File: config.mk
export PLATFORM = sky130hd
export DESIGN_NAME = game_sequencer_flat
export DESIGN_NICKNAME = d
export VERILOG_FILES = /design/src/rtl/game_sequencer_if.sv /design/src/rtl/game_sequencer.sv /design/src/flat_wrapper.sv
export SDC_FILE = /design/constraint.sdc
export NUM_CORES = 1
export LEC_CHECK = 0
export BUFFER_PORTS_ARGS = -buffer_cell sky130_fd_sc_hd__buf_2
export CAP_MARGIN = 20
export CORE_MARGIN = 4
export CORE_UTILIZATION = 23
export CTS_CLUSTER_DIAMETER = 60
export CTS_CLUSTER_SIZE = 25
export DETAILED_ROUTE_END_ITERATION = 6
export GPL_TIMING_DRIVEN = 0
export PLACE_DENSITY = 0.43
export SLEW_MARGIN = 20
export SYNTH_ARGS = -nofsm -noshare
export SYNTH_HDL_FRONTEND = slang
export SYNTH_SLANG_ARGS = --single-unit
File: constraint.sdc
create_clock -name clk -period 6.73 [get_ports clk]
set_clock_uncertainty 0.1 [all_clocks]
set_input_delay 1.346 -clock clk [delete_from_list [all_inputs] [get_ports clk]]
set_output_delay 1.346 -clock clk [all_outputs]
set_load 0.01 [all_outputs]
File: src/rtl/game_sequencer_if.sv
// Port bundle between the game sequencer (slave) and whatever drives/observes it (master).
interface game_sequencer_if;
  logic        frame_tick;
  logic        start;
  logic        btn_up;
  logic        btn_down;
  logic [15:0] score_in;
  logic [31:0] ball_pos_fb;
  logic [31:0] ball_vel_fb;
  logic [31:0] left_pad_fb;
  logic [31:0] dimensions;
  logic [31:0] ball_pos;
  logic [31:0] ball_vel;
  logic [31:0] left_pad;
  logic [31:0] right_pad;
  logic        core_rst;
  logic [2:0]  state;
  logic [1:0]  winner;

  modport master (
    output frame_tick, start, btn_up, btn_down, score_in,
           ball_pos_fb, ball_vel_fb, left_pad_fb,
    input  dimensions, ball_pos, ball_vel, left_pad, right_pad,
           core_rst, state, winner
  );

  modport slave (
    input  frame_tick, start, btn_up, btn_down, score_in,
           ball_pos_fb, ball_vel_fb, left_pad_fb,
    output dimensions, ball_pos, ball_vel, left_pad, right_pad,
           core_rst, state, winner
  );
endinterface

File: src/rtl/game_sequencer.sv
// Frame-level game controller: owns ball/paddle state, feeds the ping-pong core and
// latches its next-state outputs, and runs the serve/play/point/over flow.
module game_sequencer #(
  parameter int FIELD_W     = 640,
  parameter int FIELD_H     = 480,
  parameter int PADDLE_LEN  = 64,
  parameter int PADDLE_STEP = 4,
  parameter int SERVE_VX    = 2,
  parameter int SERVE_VY    = 1,
  parameter int SERVE_DELAY = 60,
  parameter int POINT_DELAY = 30,
  parameter int WIN_SCORE   = 11
) (
  input logic             clk,
  input logic             rst,
  game_sequencer_if.slave bus
);

  typedef enum logic [2:0] {
    IDLE  = 3'd0,
    SERVE = 3'd1,
    PLAY  = 3'd2,
    POINT = 3'd3,
    OVER  = 3'd4
  } state_t;

  localparam logic [15:0] CX         = 16'(FIELD_W / 2);
  localparam logic [15:0] CY         = 16'(FIELD_H / 2);
  localparam logic [15:0] PAD_Y0     = 16'((FIELD_H - PADDLE_LEN) / 2);
  localparam logic [15:0] PAD_MAX    = 16'(FIELD_H - PADDLE_LEN);
  localparam logic [15:0] RIGHT_X    = 16'(FIELD_W - 16);
  localparam logic [15:0] LEFT_X     = 16'd8;
  localparam logic [15:0] VX_POS     = 16'(SERVE_VX);
  localparam logic [15:0] VX_NEG     = 16'(-SERVE_VX);
  localparam logic [15:0] VY         = 16'(SERVE_VY);
  localparam logic [15:0] SERVE_LAST = 16'(SERVE_DELAY - 1);
  localparam logic [15:0] POINT_LAST = 16'(POINT_DELAY - 1);
  localparam logic [7:0]  WIN_B      = 8'(WIN_SCORE);
  localparam logic [16:0] STEP17     = 17'(PADDLE_STEP);

  state_t      st;
  logic [31:0] ball_pos_q;
  logic [31:0] ball_vel_q;
  logic [31:0] left_pad_q;
  logic [15:0] ry;
  logic [1:0]  winner_q;
  logic        core_rst_q;
  logic [15:0] cnt;
  logic [15:0] shadow;
  logic        dir_neg;

  logic        score_ev;
  logic        hi_inc;
  logic        lo_inc;
  logic        win_hi;
  logic        win_lo;
  logic [16:0] ry_sum;
  logic [16:0] ry_dif;
  logic [15:0] ry_next;

  // The core's own score clear lands while core_rst is low, so that cycle is not a point.
  assign score_ev = core_rst_q && (bus.score_in != shadow);
  assign hi_inc   = bus.score_in[15:8] > shadow[15:8];
  assign lo_inc   = bus.score_in[7:0] > shadow[7:0];
  assign win_hi   = bus.score_in[15:8] >= WIN_B;
  assign win_lo   = bus.score_in[7:0] >= WIN_B;

  always_comb begin
    ry_sum  = {1'b0, ry} + STEP17;
    ry_dif  = {1'b0, ry} - STEP17;
    ry_next = ry;
    if (bus.btn_up && !bus.btn_down)
      ry_next = ry_dif[16] ? '0 : ry_dif[15:0];
    else if (bus.btn_down && !bus.btn_up)
      ry_next = (ry_sum > {1'b0, PAD_MAX}) ? PAD_MAX : ry_sum[15:0];
  end

  always_ff @(posedge clk) begin
    if (!rst) begin
      st         <= IDLE;
      ball_pos_q <= {CX, CY};
      ball_vel_q <= '0;
      left_pad_q <= {LEFT_X, PAD_Y0};
      ry         <= PAD_Y0;
      winner_q   <= '0;
      core_rst_q <= 1'b0;
      cnt        <= '0;
      shadow     <= '0;
      dir_neg    <= 1'b0;
    end else begin
      shadow     <= bus.score_in;
      core_rst_q <= 1'b1;

      if (score_ev && st != POINT) begin
        if (hi_inc)      dir_neg <= 1'b1;
        else if (lo_inc) dir_neg <= 1'b0;
      end

      if (bus.frame_tick && (st == SERVE || st == PLAY))
        ry <= ry_next;

      case (st)
        IDLE, OVER: begin
          if (bus.start) begin
            st         <= SERVE;
            cnt        <= '0;
            winner_q   <= '0;
            core_rst_q <= 1'b0;
          end
        end
        SERVE: begin
          ball_pos_q <= {CX, CY};
          ball_vel_q <= '0;
          if (bus.frame_tick) begin
            if (cnt == SERVE_LAST) begin
              ball_vel_q <= {(dir_neg ? VX_NEG : VX_POS), VY};
              st         <= PLAY;
              cnt        <= '0;
            end else begin
              cnt <= cnt + 16'd1;
            end
          end
        end
        PLAY: begin
          if (score_ev) begin
            ball_pos_q <= {CX, CY};
            ball_vel_q <= '0;
            cnt        <= '0;
            st         <= POINT;
          end else if (bus.frame_tick) begin
            ball_pos_q <= bus.ball_pos_fb;
            ball_vel_q <= bus.ball_vel_fb;
            left_pad_q <= bus.left_pad_fb;
          end
        end
        POINT: begin
          if (win_hi || win_lo) begin
            st       <= OVER;
            winner_q <= win_hi ? 2'b10 : 2'b01;
          end else if (bus.frame_tick) begin
            if (cnt == POINT_LAST) begin
              st  <= SERVE;
              cnt <= '0;
            end else begin
              cnt <= cnt + 16'd1;
            end
          end
        end
        default: st <= IDLE;
      endcase
    end
  end

  assign bus.dimensions = {16'(FIELD_W), 16'(FIELD_H)};
  assign bus.ball_pos   = ball_pos_q;
  assign bus.ball_vel   = ball_vel_q;
  assign bus.left_pad   = left_pad_q;
  assign bus.right_pad  = {RIGHT_X, ry};
  assign bus.core_rst   = core_rst_q;
  assign bus.state      = st;
  assign bus.winner     = winner_q;

endmodule

File: src/flat_wrapper.sv
// flat-port wrapper written by rule: the top's interface ports become plain ports
module game_sequencer_flat 
#(
  parameter int FIELD_W     = 640,
  parameter int FIELD_H     = 480,
  parameter int PADDLE_LEN  = 64,
  parameter int PADDLE_STEP = 4,
  parameter int SERVE_VX    = 2,
  parameter int SERVE_VY    = 1,
  parameter int SERVE_DELAY = 60,
  parameter int POINT_DELAY = 30,
  parameter int WIN_SCORE   = 11
)
  (clk, rst, bus_frame_tick, bus_start, bus_btn_up, bus_btn_down, bus_score_in, bus_ball_pos_fb, bus_ball_vel_fb, bus_left_pad_fb, bus_dimensions, bus_ball_pos, bus_ball_vel, bus_left_pad, bus_right_pad, bus_core_rst, bus_state, bus_winner);
  game_sequencer_if bus_i ();
  input logic clk;
  input logic rst;
  input wire logic [$bits(bus_i.frame_tick)-1:0] bus_frame_tick;
  input wire logic [$bits(bus_i.start)-1:0] bus_start;
  input wire logic [$bits(bus_i.btn_up)-1:0] bus_btn_up;
  input wire logic [$bits(bus_i.btn_down)-1:0] bus_btn_down;
  input wire logic [$bits(bus_i.score_in)-1:0] bus_score_in;
  input wire logic [$bits(bus_i.ball_pos_fb)-1:0] bus_ball_pos_fb;
  input wire logic [$bits(bus_i.ball_vel_fb)-1:0] bus_ball_vel_fb;
  input wire logic [$bits(bus_i.left_pad_fb)-1:0] bus_left_pad_fb;
  output wire logic [$bits(bus_i.dimensions)-1:0] bus_dimensions;
  output wire logic [$bits(bus_i.ball_pos)-1:0] bus_ball_pos;
  output wire logic [$bits(bus_i.ball_vel)-1:0] bus_ball_vel;
  output wire logic [$bits(bus_i.left_pad)-1:0] bus_left_pad;
  output wire logic [$bits(bus_i.right_pad)-1:0] bus_right_pad;
  output wire logic [$bits(bus_i.core_rst)-1:0] bus_core_rst;
  output wire logic [$bits(bus_i.state)-1:0] bus_state;
  output wire logic [$bits(bus_i.winner)-1:0] bus_winner;
  assign bus_i.frame_tick = bus_frame_tick;
  assign bus_i.start = bus_start;
  assign bus_i.btn_up = bus_btn_up;
  assign bus_i.btn_down = bus_btn_down;
  assign bus_i.score_in = bus_score_in;
  assign bus_i.ball_pos_fb = bus_ball_pos_fb;
  assign bus_i.ball_vel_fb = bus_ball_vel_fb;
  assign bus_i.left_pad_fb = bus_left_pad_fb;
  assign bus_dimensions = bus_i.dimensions;
  assign bus_ball_pos = bus_i.ball_pos;
  assign bus_ball_vel = bus_i.ball_vel;
  assign bus_left_pad = bus_i.left_pad;
  assign bus_right_pad = bus_i.right_pad;
  assign bus_core_rst = bus_i.core_rst;
  assign bus_state = bus_i.state;
  assign bus_winner = bus_i.winner;
  game_sequencer #(.FIELD_W(FIELD_W), .FIELD_H(FIELD_H), .PADDLE_LEN(PADDLE_LEN), .PADDLE_STEP(PADDLE_STEP), .SERVE_VX(SERVE_VX), .SERVE_VY(SERVE_VY), .SERVE_DELAY(SERVE_DELAY), .POINT_DELAY(POINT_DELAY), .WIN_SCORE(WIN_SCORE)) u_core (.clk(clk), .rst(rst), .bus(bus_i));
endmodule
# Word level (Yosys, flattened, before mapping)
# Cells that the tools add are included.
# totals
latchBits,0
n_memories,0
in_bits,118
regBits,151
mem_bits_rw,0
mem_bits_ro,0
# classes
muxes,37
n_div,0
n_reduce_logical,23
n_shift,0
bitwise_logic,1
n_mul,0
n_lt_le_gt_ge,5
n_addsub,3
n_eq_ne,18
# ops
operator,count
16-bit two-way mux,12
32-bit two-way mux,6
32-bit one-hot mux with 2 select lines,2
16-bit one-hot mux with 4 select lines,1
3-bit two-way mux,7
16-bit by 3-bit adder with 17-bit output (second input constant),1
17-bit by 9-bit greater-than comparator with 1-bit output (second input constant),1
16-bit by 3-bit subtractor with 17-bit output (second input constant),1
16-bit by 1-bit adder with 16-bit output (second input constant),1
16-bit by 5-bit equality test with 1-bit output (second input constant),1
16-bit by 6-bit equality test with 1-bit output (second input constant),1
8-bit by 4-bit >= comparator with 1-bit output (second input constant),2
8-bit greater-than comparator,2
16-bit inequality test,1
3-bit one-hot mux with 4 select lines,1
6-bit AND reduction,2
2-bit inequality test (second input constant),5
3-bit by 2-bit inequality test with 1-bit output (second input constant),3
2-bit nonzero test,4
3-bit by 2-bit equality test with 1-bit output (second input constant),2
2-bit two-way mux,3
2-bit AND reduction,3
3-bit AND reduction,2
1-bit logical AND,5
12 further kinds,18

# Longest topological paths before layout
# Gate-level depths: netlist of run 1.
# logic_depth
depth_word,5
depth_mapped,11
depth_no_buf,8

# Least setup slack after synthesis of run 1
# OpenSTA, ideal clock, no wires.
# synth_path
path_kind,input to register
from,input bus_score_in[13]
to,register u_core.ball_pos_q[22] (netlist: u_core.bus.ball_pos[22])
stages,10
slack_ns,3.345
arrival_time_ns,3.156
path_cell_list,ha_1 nand4_1 nor4_4 o21a_1 buf_2 nand2_1 clkbuf_1 buf_2 o22ai_1 nand2_1
# synth_between
elab_chain_cells,4
word_cells_on_any_way,6
cone_classes,eq/ne: 2; mux: 2; reduce/logical: 2
# synth_rtl
item,line,source
from (decl),flat_wrapper.sv:22,input wire logic [$bits(bus_i.score_in)-1:0] bus_score_in;
16-bit inequality test (*),game_sequencer.sv:62,assign score_ev = core_rst_q && (bus.score_in != shadow);
1-bit logical AND (*),game_sequencer.sv:62,
32-bit two-way mux or 3-bit by 2-bit inequality test with 1-bit output (tied branches),-,
32-bit one-hot mux with 2 select lines or 2-bit AND reduction (tied branches),-,
to (signal assigned),game_sequencer.sv:112,"ball_pos_q <= {CX, CY};"
to (signal assigned),game_sequencer.sv:126,"ball_pos_q <= {CX, CY};"
to (signal assigned),game_sequencer.sv:131,ball_pos_q <= bus.ball_pos_fb;
to (decl),game_sequencer.sv:42,logic [31:0] ball_pos_q;
# Mark *: on every way between the ends. The rest lies on a longest branch, timed or not.
# A chain may end at the register's enable or synchronous reset.

# Final worst setup path of run 1
# layout_path
from,input bus_score_in[15]
to,register u_core.left_pad_q[31] (netlist: u_core.bus.left_pad[31])
# layout_between
elab_chain_cells,4
# layout_rtl
item,line,source
16-bit inequality test,game_sequencer.sv:62,
1-bit logical AND,game_sequencer.sv:62,
1-bit NOT (no line),-,
3-bit AND reduction (no line),-,
to (signal assigned),game_sequencer.sv:83,"left_pad_q <= {LEFT_X, PAD_Y0};"
to (signal assigned),game_sequencer.sv:133,left_pad_q <= bus.left_pad_fb;
to (decl),game_sequencer.sv:44,logic [31:0] left_pad_q;
# No other way between the ends.

==> reports/results.tsv, run 1 <==
stage	metric	value	unit
synthesis	Netlist cell types	69	
route	vias	6776	
layout	ANT cells	0	
route	first-pass iteration count of the detailed router	4	
layout	Multi-input gate area	3550	µm²
setup_path	Crit path depth	11	
clock_tree	CTS root buffer	clkbuf_16	
power_and_ir_drop	leakage	4.23	nW
layout	NumNets Final	1277	
timing	Least-Margin Pin Slew	0.903	ns
floorplanning	row count	64	
grt	first-pass GRT wire length	37000	µm
power_and_ir_drop	internal power component	1.80	mW
synthesis	syn avg cell area	8.46	µm²
setup_path	crit path buf inv count	4	
setup_path	CP cell instances	buf_2 -> ha_1 -> nand4_1 -> nor4_4 -> o21a_1 -> buf_2 -> nand2_1 -> clkbuf_1 -> clkbuf_1 -> nand2_1 -> a21oi_1	
power_and_ir_drop	Power Total	2.84	mW
grt	Total GRT Usage	14.0	%
grt	initial antenna violation count	0	
setup_path	crit end category	register	
setup_path	worst path arrival time	3.81	ns
clock_tree	TritonCTS Buffers	17	
power_and_ir_drop	Max VDD drop	0.156	mV
setup_path	WP data required	6.90	ns
synthesis	Post-synth EDFFs	0	
synthesis	#FFs+latches synth	149	
setup_path	reg2reg path depth	11	
floorplanning	IO Pins	284	
job	Max Cap Viol	0	
layout	most frequent cells in the layout	buf_2, dfxtp_1, nand2_1	
route	DRC	0	
hold_path	WHS Path Cells	2	
clock_tree	clk sinks	149	
hold_path	Worst Hold Class	reg -> reg	
power_and_ir_drop	Switching Fraction	36.7	%
timing	Final Hold Fails	0	
synthesis	post-synthesis sequential area ratio	42.0	%
floorplanning	initial core utilization	23.3	%
timing	Tcrit/Tclk final	54.0	%
placement	routability cong.	0.781	
route	Routed Antenna Nets	0	
layout	post-layout util	31.2	%
timing	Final Slew Violations	0	
synthesis	async set or reset register ratio after synthesis	0	%
setup_path	largest delay contributor family on the critical path	simple AND/OR/NAND/NOR gates	
power_and_ir_drop	Switching Power	1.04	mW
clock_tree	hold-fix buffers at CTS	0	
layout	layout cell share with drive strength beyond 1	30.5	%
synthesis	Top FF cell, synth	dfxtp_1	
layout	fin area	9520	µm²
route	DRC marker count from the first detailed-route iteration	323	
grt	grt ovf	0	
timing	fmax	275	MHz
power_and_ir_drop	Power Density	299	nW/µm²
floorplanning	die area	33700	µm²
setup_path	Crit Path Max Fanout	10	
grt	vias in the first global route	6516	
placement	HPWL after detailed placement	18600	µm
layout	non-filler instance count after layout	1547	
grt	largest net degree at the start of global routing	17	
route	wire length per cell after detailed routing	15.9	µm
synthesis	Post-Syn Area	7100	µm²
timing	Final Critical Period	3.63	ns
power_and_ir_drop	Comb pwr share	29.8	%
clock_tree	CTS tree	done	
power_and_ir_drop	Clk pwr share	34.0	%
clock_tree	depth of the CTS H-tree	4	
run_status	status	finished, final reports clean	
placement	PortBufs	232	
placement	Inst Count DP	1515	
timing	Final setup viols	0	
timing	Slew HR	39.8	%
route	final WL	24600	µm
layout	P&R area growth vs syn	34.1	%
floorplanning	Placeable Area	30500	µm²
setup_path	CP Launch Type	input pin	
placement	DP Area	8940	µm²
layout	most common cell after layout, fill and taps aside	buf_2	
clock_tree	buffer count from post-CTS setup fixing	0	
setup_path	Worst path slowest cell	nor4_4	
clock_tree	later-pin clock latency in the skew report	0.44	ns
timing	RSZ-0062 raised after global routing	no	
floorplanning	Vert. Die Dim	184	µm
layout	fillcell total	3332	
clock_tree	Post-CTS Resized	0	
synthesis	Warnings, synthesis	0	
setup_path	CP Class	in -> reg	
clock_tree	clock-pin slew on the worst setup and hold paths	0.06	ns
synthesis	cells after synthesis	839	
clock_tree	clk buf depth	2	
setup_path	largest stage delay on the critical path	0.50	ns
floorplanning	Die W	184	µm
layout	register area	2980	µm²
timing	Setup TNS	0	ns
route	vias per cell	4.38	
power_and_ir_drop	part of the power in registers	36.2	%
[worst register-to-register path: stages (launching register included)]
cell and delay (ns):
dfxtp_1 0.31, inv_1 0.04, ha_1 0.28, nand4_1 0.22
nor4_4 0.51, o21a_1 0.16, buf_2 0.22, nand2_1 0.15
clkbuf_1 0.29, clkbuf_1 0.32, nand2_1 0.13, a21oi_1 0.06
[registers in the layout, indices dropped and copies added (netlist names)]
name and flops:
u_core.bus.state 3, u_core.ry 14, u_core.bus.core_rst 1, u_core.bus.ball_vel 32, u_core.bus.left_pad 32, u_core.bus.ball_pos 32
u_core.bus.winner 2, u_core.cnt 16, u_core.shadow 16, u_core.dir_neg 1
[cells in the mapped netlist, drive strengths merged (2+ instances only)]
master,instances,area share [%]
xor2,15,1.9
a211oi,3,0.49
inv,29,1.5
dfxtp,149,42
and3,6,0.53
and2,19,1.7
conb,2,0.11
nor4b,3,0.46
nor2b,12,1.1
nand2b,2,0.18
or4,4,0.42
xnor2,7,0.86
nor4bb,2,0.28
o31ai,2,0.21
nand2,112,6.0
o211ai,5,0.53
nand4,18,1.6
a221o,2,0.28
o21a,5,0.53
a21boi,27,2.9
nor3b,3,0.32
buf,75,7.3
o41ai,2,0.25
nand3b,2,0.21
a21o,7,0.74
a21oi,38,2.7
mux2i,3,0.42
o22ai,8,0.70
nor3,12,0.99
nand3,21,1.7
nor2,69,3.6
a41oi,2,0.25
or3,5,0.44
clkbuf,32,1.7
ha,21,3.7
or2,2,0.18
a31oi,6,0.53
nor4,13,1.6
o21ai,34,2.4
a22oi,43,4.5
a221oi,2,0.25
[metal layers]
metal | up-vias | part of all wire [%] | GRT usage, %
li1 | 3425 | - | -
met1 | 3136 | 44 | 17.7
met2 | 193 | 49 | 23.9
met3 | 22 | 5.3 | 2.95
met4 | 0 | 1.5 | 4.61
met5 | - | 0 | 0
[per-stage QoR]
stage          hold slack (ns)  setup slack, ns
4_1_cts                  0.353             3.06
3_3_place_gp             0.338             2.59
3_5_place_dp             0.343             2.60
2_1_floorplan            0.347             3.34
6_report                 0.351             3.10
5_1_grt                  0.364             2.86
[power groups by stage]
stage / Sequential [mW] / Combinational [mW] / Clock, mW
3_5_place_dp: 1.05 / 0.862 / 0
5_1_grt: 1.04 / 0.947 / 1.03
4_1_cts: 1.03 / 0.863 / 1.00
3_3_place_gp: 1.05 / 0.862 / 0
6_report: 1.03 / 0.847 / 0.968
2_1_floorplan: 1.08 / 0.495 / 0
[cell type report]
cell class	count	area share, %
multi-input combinational	602	37.3
clock inverter	14	1.50
tap	396	5.21
clock buffer	18	4.61
buffer	107	6.74
sequential	149	31.3
inverter	29	1.14
timing repair buffer	232	12.2
[cells by family after synthesis]
family          count (synthesis)  synth area share, %
mux                             3                0.423
compound gates                197                 18.8
other cells                     2                0.106
buf+inv                       136                 10.6
xor+xnor                       22                 2.71
fa+ha+maj                      21                 3.70
simple gates                  309                 21.7
flops                         149                 42.0
[final timing paths]
check / slack, ns / endpoint / start
worst max-delay path: 3.10 / u_core.bus.left_pad[31] / bus_score_in[15]
worst min-delay path: 0.35 / u_core.bus.left_pad[30] / u_core.bus.left_pad[30]
worst max register to register: 3.79 / u_core.bus.left_pad[31] / u_core.shadow[15]
worst min register to register: 0.35 / u_core.bus.left_pad[30] / u_core.bus.left_pad[30]
(Power assumes the default switching activity.)
==> run 2, diff against run 1 <==
--- a/config.mk
+++ b/config.mk
@@ -5,6 +5,7 @@
 export SDC_FILE = /design/constraint.sdc
 export NUM_CORES = 1
 export LEC_CHECK = 0
+export ABC_AREA = 1
 export BUFFER_PORTS_ARGS = -buffer_cell sky130_fd_sc_hd__buf_2
 export CAP_MARGIN = 20
 export CORE_MARGIN = 4
@@ -13,7 +14,7 @@
 export CTS_CLUSTER_SIZE = 25
 export DETAILED_ROUTE_END_ITERATION = 6
 export GPL_TIMING_DRIVEN = 0
-export PLACE_DENSITY = 0.43
+export PLACE_DENSITY = 0.44
 export SLEW_MARGIN = 20
 export SYNTH_ARGS = -nofsm -noshare
 export SYNTH_HDL_FRONTEND = slang
==> constraint.sdc (replaced) <==
create_clock -name clk -period 3.2 [get_ports clk]
set_clock_uncertainty 0.1 [all_clocks]
set_input_delay 0.64 -clock clk [delete_from_list [all_inputs] [get_ports clk]]
set_output_delay 0.64 -clock clk [all_outputs]
set_load 0.01 [all_outputs]
==> reports/results.tsv, run 2 <==
stage	metric	value	unit
run_status	status	finished, final reports clean	
timing	fmax	371	MHz
route	vias	7578	
route	wire length per cell after detailed routing	13.7	µm
timing	minimum hold slack	0.314	ns
clock_tree	TritonCTS Buffers	17	
setup_path	Worst path slowest cell	clkbuf_1	
synthesis	most common cell in the netlist	nand2_1	
layout	NumNets Final	1556	
synthesis	#FFs+latches synth	149	
timing	Final setup viols	0	
power_and_ir_drop	leakage	5.04	nW
setup_path	CP cell instances	inv_1 -> ha_1 -> nand2_1 -> nor2_1 -> nand4_1 -> o21ai_1 -> nand2_1 -> buf_4 -> nor2_2 -> inv_1 -> clkbuf_1 -> nor2_1 -> nor2_1	
synthesis	cells after synthesis	1118	
timing	Least-Margin Pin Slew	0.827	ns
synthesis	synth top area cells	dfxtp_1, nand2_1, nor2_1	
synthesis	Post-synth top cells	nand2_1, nor2_1, dfxtp_1	
clock_tree	depth of the CTS H-tree	4	
layout	most frequent cells in the layout	nand2_1, buf_2, nor2_1	
placement	pre-CTS WS	-0.0322	ns
setup_path	largest stage delay on the critical path	0.39	ns
placement	routability cong.	0.847	
clock_tree	CTS tree	done	
power_and_ir_drop	Power Density	663	nW/µm²
layout	P&R area growth vs syn	33.1	%
floorplanning	die area	35700	µm²
route	first-pass iteration count of the detailed router	4	
grt	largest net degree at the start of global routing	17	
floorplanning	Vert. Die Dim	189	µm
placement	HPWL after detailed placement	20000	µm
grt	vias in the first global route	7353	
synthesis	Post-synth EDFFs	0	
timing	Final Hold Fails	0	
timing	Final Critical Period	2.70	ns
synthesis	Top FF cell, synth	dfxtp_1	
clock_tree	clk sinks	149	
synthesis	Synth top area share	39.7	%
layout	fin area	10000	µm²
setup_path	crit end category	register	
floorplanning	IO Pins	284	
clock_tree	hold-fix buffers at CTS	0	
layout	Multi-input gate area	3700	µm²
placement	Inst Count DP	1833	
setup_path	Crit Path Max Fanout	10	
layout	register area	2980	µm²
clock_tree	later-pin clock latency in the skew report	0.43	ns
layout	non-filler instance count after layout	1866	
timing	Final Slew Violations	0	
layout	fillcell total	3543	
synthesis	Post-Syn Area	7520	µm²
synthesis	post-synthesis sequential area ratio	39.7	%
layout	post-layout util	31.4	%
route	final WL	25500	µm
clock_tree	CTS root buffer	clkbuf_16	
setup_path	Worst path most repeated cell	nor2_1	
grt	initial antenna violation count	1	
grt	first-pass GRT wire length	40000	µm
clock_tree	clock-pin slew on the worst setup and hold paths	0.07	ns
layout	most common cell after layout, fill and taps aside	nand2_1	
setup_path	CP Launch Type	register	
route	DRC	0	
clock_tree	Post-CTS Resized	0	
setup_path	WP data required	3.43	ns
route	Routed Antenna Nets	0	
layout	layout cell share with drive strength beyond 1	24.0	%
placement	DP Area	9410	µm²
synthesis	async set or reset register ratio after synthesis	0	%
timing	Worst Setup Slack, final	0.501	ns
synthesis	syn avg cell area	6.73	µm²
placement	PortBufs	232	
power_and_ir_drop	Max VDD drop	0.361	mV
job	Max Cap Viol	0	
route	DRC marker count from the first detailed-route iteration	358	
floorplanning	row count	65	
synthesis	leading area contributor after synthesis	dfxtp_1	
grt	grt ovf	0	
clock_tree	clk buf depth	2	
timing	RSZ-0062 raised after global routing	no	
setup_path	crit path buf inv count	4	
grt	Total GRT Usage	14.1	%
setup_path	worst path arrival time	2.92	ns
setup_path	CP Class	reg -> reg	
hold_path	Worst Hold Class	in -> reg	
timing	Slew HR	44.8	%
synthesis	Netlist cell types	32	
floorplanning	initial core utilization	23.6	%
synthesis	Warnings, synthesis	0	
floorplanning	Placeable Area	31900	µm²
route	vias per cell	4.06	
floorplanning	Die W	189	µm
timing	Tcrit/Tclk final	84.3	%
clock_tree	buffer count from post-CTS setup fixing	0	
setup_path	largest delay contributor family on the critical path	simple AND/OR/NAND/NOR gates	
-- run 2: area by class of cell --
| cell class | instances | area share (%) |
|---|---|---|
| sequential | 149 | 29.8 |
| inverter | 105 | 3.94 |
| clock buffer | 18 | 4.29 |
| multi-input combinational | 813 | 37.0 |
| buffer | 99 | 6.24 |
| tap | 435 | 5.44 |
| clock inverter | 14 | 1.74 |
| timing repair buffer | 232 | 11.6 |
| antenna | 1 | 0.0250 |
-- run 2: logic make-up after synthesis --
group / count (synthesis) / synth area share, %
other: 2 / 0.0998
XOR/XNOR: 20 / 2.33
AND/OR/NAND/NOR: 556 / 29.1
AO/OA/AOI/OAI: 166 / 11.8
buffers and inverters: 204 / 13.5
flip-flops: 149 / 39.7
adder cells (fa/ha/maj): 21 / 3.49
-- run 2: per-stage QoR --
stage,power [mW],setup TNS (ns)
floorplan,3.78,0
global placement,4.64,-0.348
detailed placement,4.62,-0.256
CTS,6.77,0
global route,7.17,0
finish,6.64,0
-- run 2: metal layers --
layer  vias to the layer above  GRT usage (%)  part of all wire (%)
met2                       182           24.7                    49
met4                         0           4.06                   1.5
met5                         -              0                     0
met1                      3369           16.7                    44
li1                       4007              -                     -
met3                        20           4.13                   5.4
-- run 2: worst register-to-register path: cells and delay by family, from the launching register on --
family                     cells  cell delay, ns
and+or+nand+nor                7            0.93
buffers and inverters          4            0.76
DFF                            1            0.31
adders and majority gates      1            0.27
AOI/OAI and AO/OA              1            0.21
-- run 2: final timing paths --
kind                                 from                       to  slack, ns  cells after the start
hold / removal         bus_left_pad_fb[7]   u_core.bus.left_pad[7]       0.31                      3
setup / recovery        u_core.shadow[15]  u_core.bus.left_pad[26]       0.50                     13
setup reg to reg        u_core.shadow[15]  u_core.bus.left_pad[26]       0.50                     13
hold reg to reg   u_core.bus.left_pad[19]  u_core.bus.left_pad[19]       0.35                      2
-- run 2: power by group --
group / switching (mW) / total (mW) / internal [mW]
sequential: 0.144 / 2.25 / 2.11
clock: 0.868 / 2.10 / 1.24
combinational: 1.50 / 2.29 / 0.791
total: 2.51 / 6.64 / 4.13
